===== config.mk =====
export PLATFORM = sky130hd
export DESIGN_NAME = frame_streamer
export DESIGN_NICKNAME = d
export VERILOG_FILES = /design/src/rtl/frame_pkg.sv /design/src/rtl/stream_fifo2.sv /design/src/rtl/frame_streamer.sv
export SDC_FILE = /design/constraint.sdc
export NUM_CORES = 1
export LEC_CHECK = 0
export CAP_MARGIN = 15
export CORE_AREA = 2 2 89 91
export CTS_BUF_LIST = sky130_fd_sc_hd__clkbuf_16
export CTS_CLUSTER_DIAMETER = 50
export DETAILED_ROUTE_END_ITERATION = 6
export DIE_AREA = 0 0 91 93
export PLACE_DENSITY = 0.69
export SLEW_MARGIN = 0
export SYNTH_ARGS = -nofsm -noshare
export SYNTH_HDL_FRONTEND = slang
export SYNTH_SLANG_ARGS = --single-unit

===== constraint.sdc =====
create_clock -name clk -period 4.9 [get_ports clk]
set_clock_uncertainty 0.15 [all_clocks]
set_input_delay 0.98 -clock clk [delete_from_list [all_inputs] [get_ports clk]]
set_output_delay 0.98 -clock clk [all_outputs]
set_load 0.005 [all_outputs]

===== src/rtl/frame_pkg.sv =====
// rtl/frame_pkg.sv - shared constants, pixel type and state encoding for frame_streamer
package frame_pkg;

  localparam int DEF_IMG_WIDTH  = 650;
  localparam int DEF_IMG_HEIGHT = 480;
  localparam int DEF_PIX_W      = 8;

  function automatic int addr_width(input int w, input int h);
    return $clog2(w * h);
  endfunction

  localparam int DEF_ADDR_W = addr_width(DEF_IMG_WIDTH, DEF_IMG_HEIGHT);

  typedef logic [DEF_PIX_W-1:0] pixel_t;

  typedef enum logic [1:0] {
    ST_IDLE,
    ST_STREAM,
    ST_DRAIN
  } state_t;

endpackage


===== src/rtl/stream_fifo2.sv =====
// rtl/stream_fifo2.sv - two-entry valid/ready buffer with synchronous flush
module stream_fifo2 #(
  parameter int W = 8
) (
  input  logic         clk,
  input  logic         rst_n,
  input  logic         flush,
  input  logic [W-1:0] in_tdata,
  input  logic         in_tvalid,
  output logic         in_tready,
  output logic [W-1:0] out_tdata,
  output logic         out_tvalid,
  input  logic         out_tready,
  output logic [1:0]   count
);

  logic [W-1:0] mem [2];
  logic         wr_ptr;
  logic         rd_ptr;
  logic         push;
  logic         pop;

  assign in_tready  = (count != 2'd2);
  assign out_tvalid = (count != 2'd0);
  assign out_tdata  = mem[rd_ptr];
  assign push       = in_tvalid && in_tready;
  assign pop        = out_tvalid && out_tready;

  always_ff @(posedge clk or negedge rst_n) begin
    if (!rst_n) begin
      mem[0] <= '0;
      mem[1] <= '0;
      wr_ptr <= 1'b0;
      rd_ptr <= 1'b0;
      count  <= 2'd0;
    end else if (flush) begin
      wr_ptr <= 1'b0;
      rd_ptr <= 1'b0;
      count  <= 2'd0;
    end else begin
      if (push) begin
        mem[wr_ptr] <= in_tdata;
        wr_ptr      <= ~wr_ptr;
      end
      if (pop) rd_ptr <= ~rd_ptr;
      case ({push, pop})
        2'b10:   count <= count + 2'd1;
        2'b01:   count <= count - 2'd1;
        default: count <= count;
      endcase
    end
  end

endmodule


===== src/rtl/frame_streamer.sv =====
// rtl/frame_streamer.sv - streams one frame from a frame buffer in raster order with sof/eol/eof markers
module frame_streamer
  import frame_pkg::*;
#(
  parameter int  IMG_WIDTH  = DEF_IMG_WIDTH,
  parameter int  IMG_HEIGHT = DEF_IMG_HEIGHT,
  parameter int  W          = DEF_PIX_W,
  localparam int ADDR_W     = addr_width(IMG_WIDTH, IMG_HEIGHT)
) (
  input  logic              clk,
  input  logic              rst_n,
  input  logic              start,
  input  logic              abort,
  output logic              busy,
  output logic              done,
  output logic              mem_rd_en,
  output logic [ADDR_W-1:0] mem_addr,
  input  logic [W-1:0]      mem_rd_data,
  output logic              y_valid,
  input  logic              y_ready,
  output logic [W-1:0]      y_data,
  output logic              y_sof,
  output logic              y_eol,
  output logic              y_eof
);

  localparam int COL_W = (IMG_WIDTH > 1) ? $clog2(IMG_WIDTH) : 1;
  localparam int ROW_W = (IMG_HEIGHT > 1) ? $clog2(IMG_HEIGHT) : 1;
  localparam logic [ADDR_W-1:0] LAST_ADDR = ADDR_W'(IMG_WIDTH * IMG_HEIGHT - 1);
  localparam logic [COL_W-1:0]  LAST_COL  = COL_W'(IMG_WIDTH - 1);
  localparam logic [ROW_W-1:0]  LAST_ROW  = ROW_W'(IMG_HEIGHT - 1);

  state_t            state;
  state_t            state_nx;
  logic [ADDR_W-1:0] rd_addr;
  logic              rd_pending;
  logic [COL_W-1:0]  col;
  logic [ROW_W-1:0]  row;
  logic [1:0]        fifo_count;
  logic              unused_in_ready;
  logic              flush;
  logic              y_fire;
  logic              last_pix;
  logic [2:0]        committed;
  logic              room;

  assign busy      = (state != ST_IDLE);
  assign flush     = abort && busy;
  assign y_fire    = y_valid && y_ready;
  assign last_pix  = (col == LAST_COL) && (row == LAST_ROW);
  // Slots already spoken for: buffered entries plus a read whose data lands next edge.
  assign committed = 3'(fifo_count) + 3'(rd_pending);
  assign room      = committed < (3'd2 + 3'(y_fire));
  assign mem_addr  = rd_addr;
  assign y_sof     = y_valid && (col == '0) && (row == '0);
  assign y_eol     = y_valid && (col == LAST_COL);
  assign y_eof     = y_valid && last_pix;

  stream_fifo2 #(.W(W)) u_fifo (
    .clk        (clk),
    .rst_n      (rst_n),
    .flush      (flush),
    .in_tdata   (mem_rd_data),
    .in_tvalid  (rd_pending),
    .in_tready  (unused_in_ready),
    .out_tdata  (y_data),
    .out_tvalid (y_valid),
    .out_tready (y_ready),
    .count      (fifo_count)
  );

  always_ff @(posedge clk or negedge rst_n) begin
    if (!rst_n) state <= ST_IDLE;
    else        state <= state_nx;
  end

  always_comb begin
    state_nx  = state;
    mem_rd_en = 1'b0;
    done      = 1'b0;
    case (state)
      ST_IDLE: begin
        if (start && !abort) state_nx = ST_STREAM;
      end
      ST_STREAM: begin
        if (abort) begin
          state_nx = ST_IDLE;
        end else if (room) begin
          mem_rd_en = 1'b1;
          if (rd_addr == LAST_ADDR) state_nx = ST_DRAIN;
        end
      end
      ST_DRAIN: begin
        if (abort) begin
          state_nx = ST_IDLE;
        end else if (y_fire && last_pix) begin
          done     = 1'b1;
          state_nx = ST_IDLE;
        end
      end
      default: state_nx = ST_IDLE;
    endcase
  end

  always_ff @(posedge clk or negedge rst_n) begin
    if (!rst_n) begin
      rd_addr    <= '0;
      rd_pending <= 1'b0;
      col        <= '0;
      row        <= '0;
    end else if (flush) begin
      rd_addr    <= '0;
      rd_pending <= 1'b0;
      col        <= '0;
      row        <= '0;
    end else begin
      rd_pending <= mem_rd_en;
      if (mem_rd_en) rd_addr <= (rd_addr == LAST_ADDR) ? '0 : rd_addr + ADDR_W'(1);
      if (y_fire) begin
        if (done) begin
          col <= '0;
          row <= '0;
        end else if (col == LAST_COL) begin
          col <= '0;
          if (row != LAST_ROW) row <= row + ROW_W'(1);
        end else begin
          col <= col + COL_W'(1);
        end
      end
    end
  end

endmodule


==> metrics, run 1 <==
status=finished clean; CP max stage delay=570 ps; Clock Tree Buf Depth=2; cts hold-fix bufs=0; Syn Inst Count=349; cell area power density=428 nW/um^2; RSZ-0062 raised after global routing=false; Worst Hold Path Cells=1; number of DRC markers in iteration 0=130; Post-synth EDFFs=0; final-report hold violation count=0; total grt overflow=0; crit path max fanout=7; CP Capture Type=output pin; Max IR drop VDD=243 uV; Core Area=7530 sq um; largest net degree at the start of global routing=33; highest clock rate=227 MHz; hpwl dp=5250 um; required time of the critical path=3770 ps; Initial DRT Pass Iterations=5; CP cell instances=clkdlybuf4s50_1 -> o21ai_1 -> or4_4 -> or2_2 -> nor3b_1 -> clkdlybuf4s50_1; final worst slack=498 ps; clk slew on worst S/H paths=50 ps; Mapped Nets=370; first-pass GRT wire length=13600 um; WL final=7890 um; worst path arrival time=3270 ps; nets=418; critical path depth in cells=6; Top Ports=47; number of global-route vias before repair=2745; Setup WS pre-CTS=504 ps; most frequent cells in the layout=dfrtp_1, clkdlybuf4s50_1, nand2_1, nor2_1, mux2_2; Lkg Pwr=0.00167 uW; Worst R2R Path Depth=7; post-route ant nets=0; Top FF cell, synth=dfrtp_1; Die X=91 um; cts repair resizes=0; commonest non-fill, non-tap cell in the layout=dfrtp_1; Post-Layout Cell Count=504; critical path type=in -> out; Ys Warns=0; top cells by area, synth=dfrtp_1, mux2_2, nand2_1, nor2_1, ha_1; # fillers=691; clock sinks=61; post-synthesis sequential area ratio=0.461; Worst-Margin Slew=728 ps; Unique masters post-synth=47; WL/cell=15.7 um; Clock Root Buffer=clkbuf_16; Die Ht=93 um; crit start category=input port; layout cells sized above 1=0.132; Port Buffers=46; cell mode on critical path=clkdlybuf4s50_1; max_cap viols=0; Final Cycle Share=0.898; Period minus WS final=4400 ps; flop2flop setup slack=2220 ps; Synth Register Bits=61; top cell type by total area after synthesis=dfrtp_1; post-synthesis average cell area=9.49 sq um; HP Class=reg -> reg; Setup TNS=0 ps; vias per cell=5.68; global router's overall resource usage=0.200; Die Footprint=8460 sq um; layout overhead on the synthesized area=26.5%; final setup fails=0; Residual DRC=0; antenna violations before repair=0; Largest delay share family, worst path=buffers and inverters; CP max stage cell=clkdlybuf4s50_1; CTS Buf Count=9; clock latency on the worst-skew pair=330 ps; Slew headroom=0.515; setup bufs post-CTS=0; worst path bufs/invs=2; Ant. Diodes=0; Slew Limit Fails=0; starting density of the core=0.440; site row count=32; CTS tree=built; H-tree levels=3; fraction of registers with async set/reset=1.00; placer congestion estimate=0.819; mapped cell area=3310 sq um; detailed-route via count=2865; top cell type's share of synthesized area=0.461; placed instance count=488
cells in the mapped netlist, types with 4 or more instances:
| library cell | n |
|---|---|
| a21oi_1 | 17 |
| a31oi_1 | 7 |
| clkbuf_1 | 11 |
| dfrtp_1 | 61 |
| ha_1 | 8 |
| inv_1 | 14 |
| mux2_2 | 24 |
| nand2_1 | 38 |
| nand3_1 | 20 |
| nand4_1 | 14 |
| nor2_1 | 30 |
| nor3_1 | 7 |
| nor4_1 | 4 |
| o211ai_1 | 6 |
| o21ai_0 | 13 |
| o311ai_0 | 7 |
| o31ai_1 | 4 |
| or2_2 | 5 |
| or3_1 | 8 |
| xor2_1 | 5 |
per-stage QoR:
stage,total power (uW),instance area (sq um),utilization,hold slack [ps]
after detailed placement,1130,3880,0.515,337
after floorplan,915,3310,-,324
after global placement,1120,3880,0.515,331
final,1790,4190,0.557,347
after CTS,1810,4190,0.557,351
after global routing,1900,4190,0.557,360
path summary, 6_finish.rpt:
kind | from | endpoint
worst max-delay path | y_ready | done
worst min-delay path | u_fifo.mem[14] | u_fifo.mem[14]
worst max register to register | mem_addr[0] | mem_addr[17]
worst min register to register | u_fifo.mem[14] | u_fifo.mem[14]
max in group asynchronous | rst_n | col[2]
min in group asynchronous | rst_n | col[7]
metal layers:
layer  track usage  share of wire
met1         0.279           0.46
met5             0              0
met3        0.0314          0.054
met4        0.0871          0.021
met2         0.311           0.47
flip-flops by register name, indices dropped and copies added, names as in the netlist:
| name | count |
|---|---|
| u_fifo.count | 2 |
| u_fifo.wr_ptr | 1 |
| state | 2 |
| u_fifo.rd_ptr | 1 |
| u_fifo.mem | 16 |
| mem_addr | 19 |
| rd_pending | 1 |
| col | 10 |
| row | 9 |
area by class of cell:
class / instances / area, sq um / share of cell area
inverter: 14 / 52.6 / 0.0125
timing repair buffer: 50 / 485 / 0.116
multi-input combinational: 261 / 1680 / 0.402
clock inverter: 7 / 91.3 / 0.0218
clock buffer: 9 / 225 / 0.0537
tap: 102 / 128 / 0.0304
sequential: 61 / 1530 / 0.364
report_power, final:
part	switching (uW)	leakage, uW	internal (uW)
clock	227	0.000150	442
combinational	158	0.000732	269
sequential	90.8	0.000783	606
total	476	0.00167	1320
cells by family after synthesis:
kind of cell,after synthesis,synth area share
xor gates and xnor gates,8,0.0211
adders and majority gates,8,0.0302
DFF,61,0.461
and+or+nand+nor,154,0.245
AOI/OAI and AO/OA,66,0.127
buffers and inverters,27,0.0310
muxes,25,0.0846
Note: power is estimated with default switching activity, not from simulation.
==> inputs of run 2 (changes only) <==
- CORE_AREA: 2 2 89 91 -> 2 2 90 92
- DIE_AREA: 0 0 91 93 -> 0 0 92 94
- PLACE_DENSITY: 0.69 -> 0.68
- SYNTH_HIERARCHICAL: default -> 1
==> metrics, run 2 <==
detailed-route via count=2759 (was 2865); vias per cell=5.60 (was 5.68); final-report hold violation count=0 (unchanged); top cells by area, synth=dfrtp_1, mux2_2, nor2_1, nand2_1, ha_1 (was dfrtp_1, mux2_2, nand2_1, nor2_1, ha_1); layout overhead on the synthesized area=27.3% (was 26.5%); Mapped Nets=356 (was 370); Worst R2R Path Depth=6 (was 7); reg-to-reg endpoint=mem_addr[10] (was mem_addr[17]); Critical Path Start=y_ready (unchanged); cts repair resizes=0 (unchanged); critical path capture point=done (unchanged); critical path depth in cells=6 (unchanged); M1 GR Usage=0.253 (was 0.279); post-synthesis sequential area ratio=0.453 (was 0.461); hpwl dp=5080 um (was 5250 um); Period minus WS final=4330 ps (was 4400 ps); Final Cycle Share=0.883 (was 0.898); grt met2 use=0.288 (was 0.311); Top FF cell, synth=dfrtp_1 (unchanged); Die Ht=94 um (was 93 um); required time of the critical path=3770 ps (about the same); most frequent cells in the layout=dfrtp_1, clkdlybuf4s50_1, nor2_1, nand2_1, mux2_2 (was dfrtp_1, clkdlybuf4s50_1, nand2_1, nor2_1, mux2_2); antenna violations before repair=0 (unchanged); Slew Limit Fails=0 (unchanged); cts hold-fix bufs=0 (unchanged); Slew headroom=0.270 (was 0.515); critical path type=in -> out (unchanged); Initial DRT Pass Iterations=4 (was 5); worst path bufs/invs=3 (was 2); CP max stage delay=640 ps (was 570 ps); clk slew on worst S/H paths=50 ps (about the same); Port Buffers=46 (unchanged); setup bufs post-CTS=0 (unchanged); largest net degree at the start of global routing=62 (was 33); HP Class=reg -> reg (unchanged); cell area power density=445 nW/um^2 (was 428 nW/um^2); CTS tree=built (unchanged); Commonest cells post-synth=dfrtp_1, nor2_1, nand2_1, mux2_2, nand3_1 (was dfrtp_1, nand2_1, nor2_1, mux2_2, nand3_1); Top Ports=47 (unchanged); clock latency on the worst-skew pair=320 ps (was 330 ps); crit path max fanout=9 (was 7); fraction of registers with async set/reset=1.00 (unchanged); Die X=92 um (was 91 um); number of DRC markers in iteration 0=110 (was 130); met3 Usage GRT=0.0425 (was 0.0314); Clock Tree Buf Depth=2 (unchanged); Lkg Pwr=0.00181 uW (was 0.00167 uW); CP Capture Type=output pin (unchanged); Setup TNS=0 ps (unchanged); Synth Register Bits=61 (unchanged); worst path arrival time=3200 ps (was 3270 ps); post-synthesis average cell area=10.1 sq um (was 9.49 sq um); highest clock rate=231 MHz (was 227 MHz); cell mode on critical path=clkdlybuf4s50_1 (unchanged); fin util=0.564 (was 0.557); Worst-Margin Slew=1080 ps (was 728 ps); Ant. Diodes=0 (unchanged); H-tree levels=3 (unchanged); total grt overflow=0 (unchanged); Die Footprint=8650 sq um (was 8460 sq um); post-route ant nets=0 (unchanged); nets=407 (was 418); site row count=32 (unchanged); Residual DRC=0 (unchanged); hold_sp=u_fifo/mem[7] (was u_fifo.mem[14]); most common cell in the netlist=dfrtp_1 (unchanged); Largest delay share family, worst path=buffers and inverters (unchanged); placer congestion estimate=0.807 (was 0.819); Clock Root Buffer=clkbuf_16 (unchanged); Ys Warns=6 (was 0); CP cell instances=clkdlybuf4s50_1 -> inv_1 -> nor4_4 -> nand2_1 -> nor3_1 -> clkdlybuf4s50_1 (was clkdlybuf4s50_1 -> o21ai_1 -> or4_4 -> or2_2 -> nor3b_1 -> clkdlybuf4s50_1); flop2flop setup slack=2030 ps (was 2220 ps); clock sinks=61 (unchanged); status=finished clean (unchanged); number of global-route vias before repair=2700 (was 2745); WL final=7370 um (was 7890 um); layout cells sized above 1=0.161 (was 0.132); RSZ-0062 raised after global routing=false (unchanged); hold_ws=350 ps (was 347 ps); Unique masters post-synth=59 (was 47); CP max stage cell=clkdlybuf4s50_1 (unchanged); Core Area=7610 sq um (was 7530 sq um); starting density of the core=0.443 (was 0.440); # fillers=689 (was 691); global router's overall resource usage=0.186 (was 0.200); commonest non-fill, non-tap cell in the layout=dfrtp_1 (unchanged); Post-synth EDFFs=0 (unchanged); worst reg2reg startpoint=mem_addr[0] (unchanged); final setup fails=0 (unchanged); top cell type by total area after synthesis=dfrtp_1 (unchanged); first-pass GRT wire length=12800 um (was 13600 um); max_cap viols=0 (unchanged); CTS Buf Count=9 (unchanged); Max IR drop VDD=225 uV (was 243 uV); WL/cell=15.0 um (was 15.7 um); Syn Inst Count=335 (was 349); crit start category=input port (unchanged); top cell type's share of synthesized area=0.453 (was 0.461); mapped cell area=3370 sq um (was 3310 sq um); Top Usage Layer GRT=met2 (unchanged); flip-flop count of the largest register after layout=19 (unchanged)
==> run 2: cell types whose count changed after synthesis, moves of 5 or more <==
cell,previous run,this run
a31oi_1,7,0
a22oi_1,0,5
nand4_1,14,7
xor2_1,5,10
o311ai_0,7,0
nand2_1,38,27
or3_1,8,2
==> run 2: how the worst min path moves through the flow <==
stage	slack, ps	end	cells after the start
after global placement	330	u_fifo/mem[3]	1
after global routing	380	u_fifo/mem[5]	1
final	350	u_fifo/mem[7]	1
after floorplan	320	u_fifo/mem[0]	1
after detailed placement	340	u_fifo/mem[1]	1
after CTS	360	u_fifo/mem[7]	1
==> run 2: kinds of logic after synthesis <==
kind of cell / count (synthesis) / synth area share
compound gates: 63 / 0.126
xor+xnor: 14 / 0.0364
fa+ha+maj: 8 / 0.0297
buf+inv: 21 / 0.0238
flops: 61 / 0.453
mux: 26 / 0.0866
simple gates: 142 / 0.244
==> run 2: power by group <==
group          internal, uW  switching (uW)
Clock                   499             229
Combinational           286             180
Sequential              612             100
==> run 2: area by class of cell <==
type,instances,area [sq um],share of cell area
timing repair buffer,49,478,0.111
clock buffer,9,225,0.0525
inverter,12,45.0,0.0105
sequential,61,1530,0.356
tap,102,128,0.0298
multi-input combinational,253,1760,0.411
clock inverter,7,124,0.0289
==> run 2: per-layer routing <==
layer / vias to the layer above / share of wire
met5: - / 0
met1: 1339 / 0.48
li1: 1339 / -
met3: 11 / 0.043
met4: 0 / 0.017
met2: 70 / 0.46
==> run 2: metrics by stage <==
stage | instance area (sq um) | instances | total power, uW | setup slack, ps
4_1_cts | 4290 | 493 | 1930 | 549
2_1_floorplan | 3370 | 335 | 966 | 1770
6_report | 4290 | 493 | 1910 | 573
5_1_grt | 4290 | 493 | 2030 | 465
3_3_place_gp | 3940 | 477 | 1170 | 669
3_5_place_dp | 3940 | 477 | 1190 | 594
==> run 2: worst register-to-register path: cells and delay by family (launching register included) <==
family,cells,cell delay [ps]
AOI/OAI and AO/OA,1,870
adders and majority gates,1,270
DFF,1,420
and+or+nand+nor,4,1030
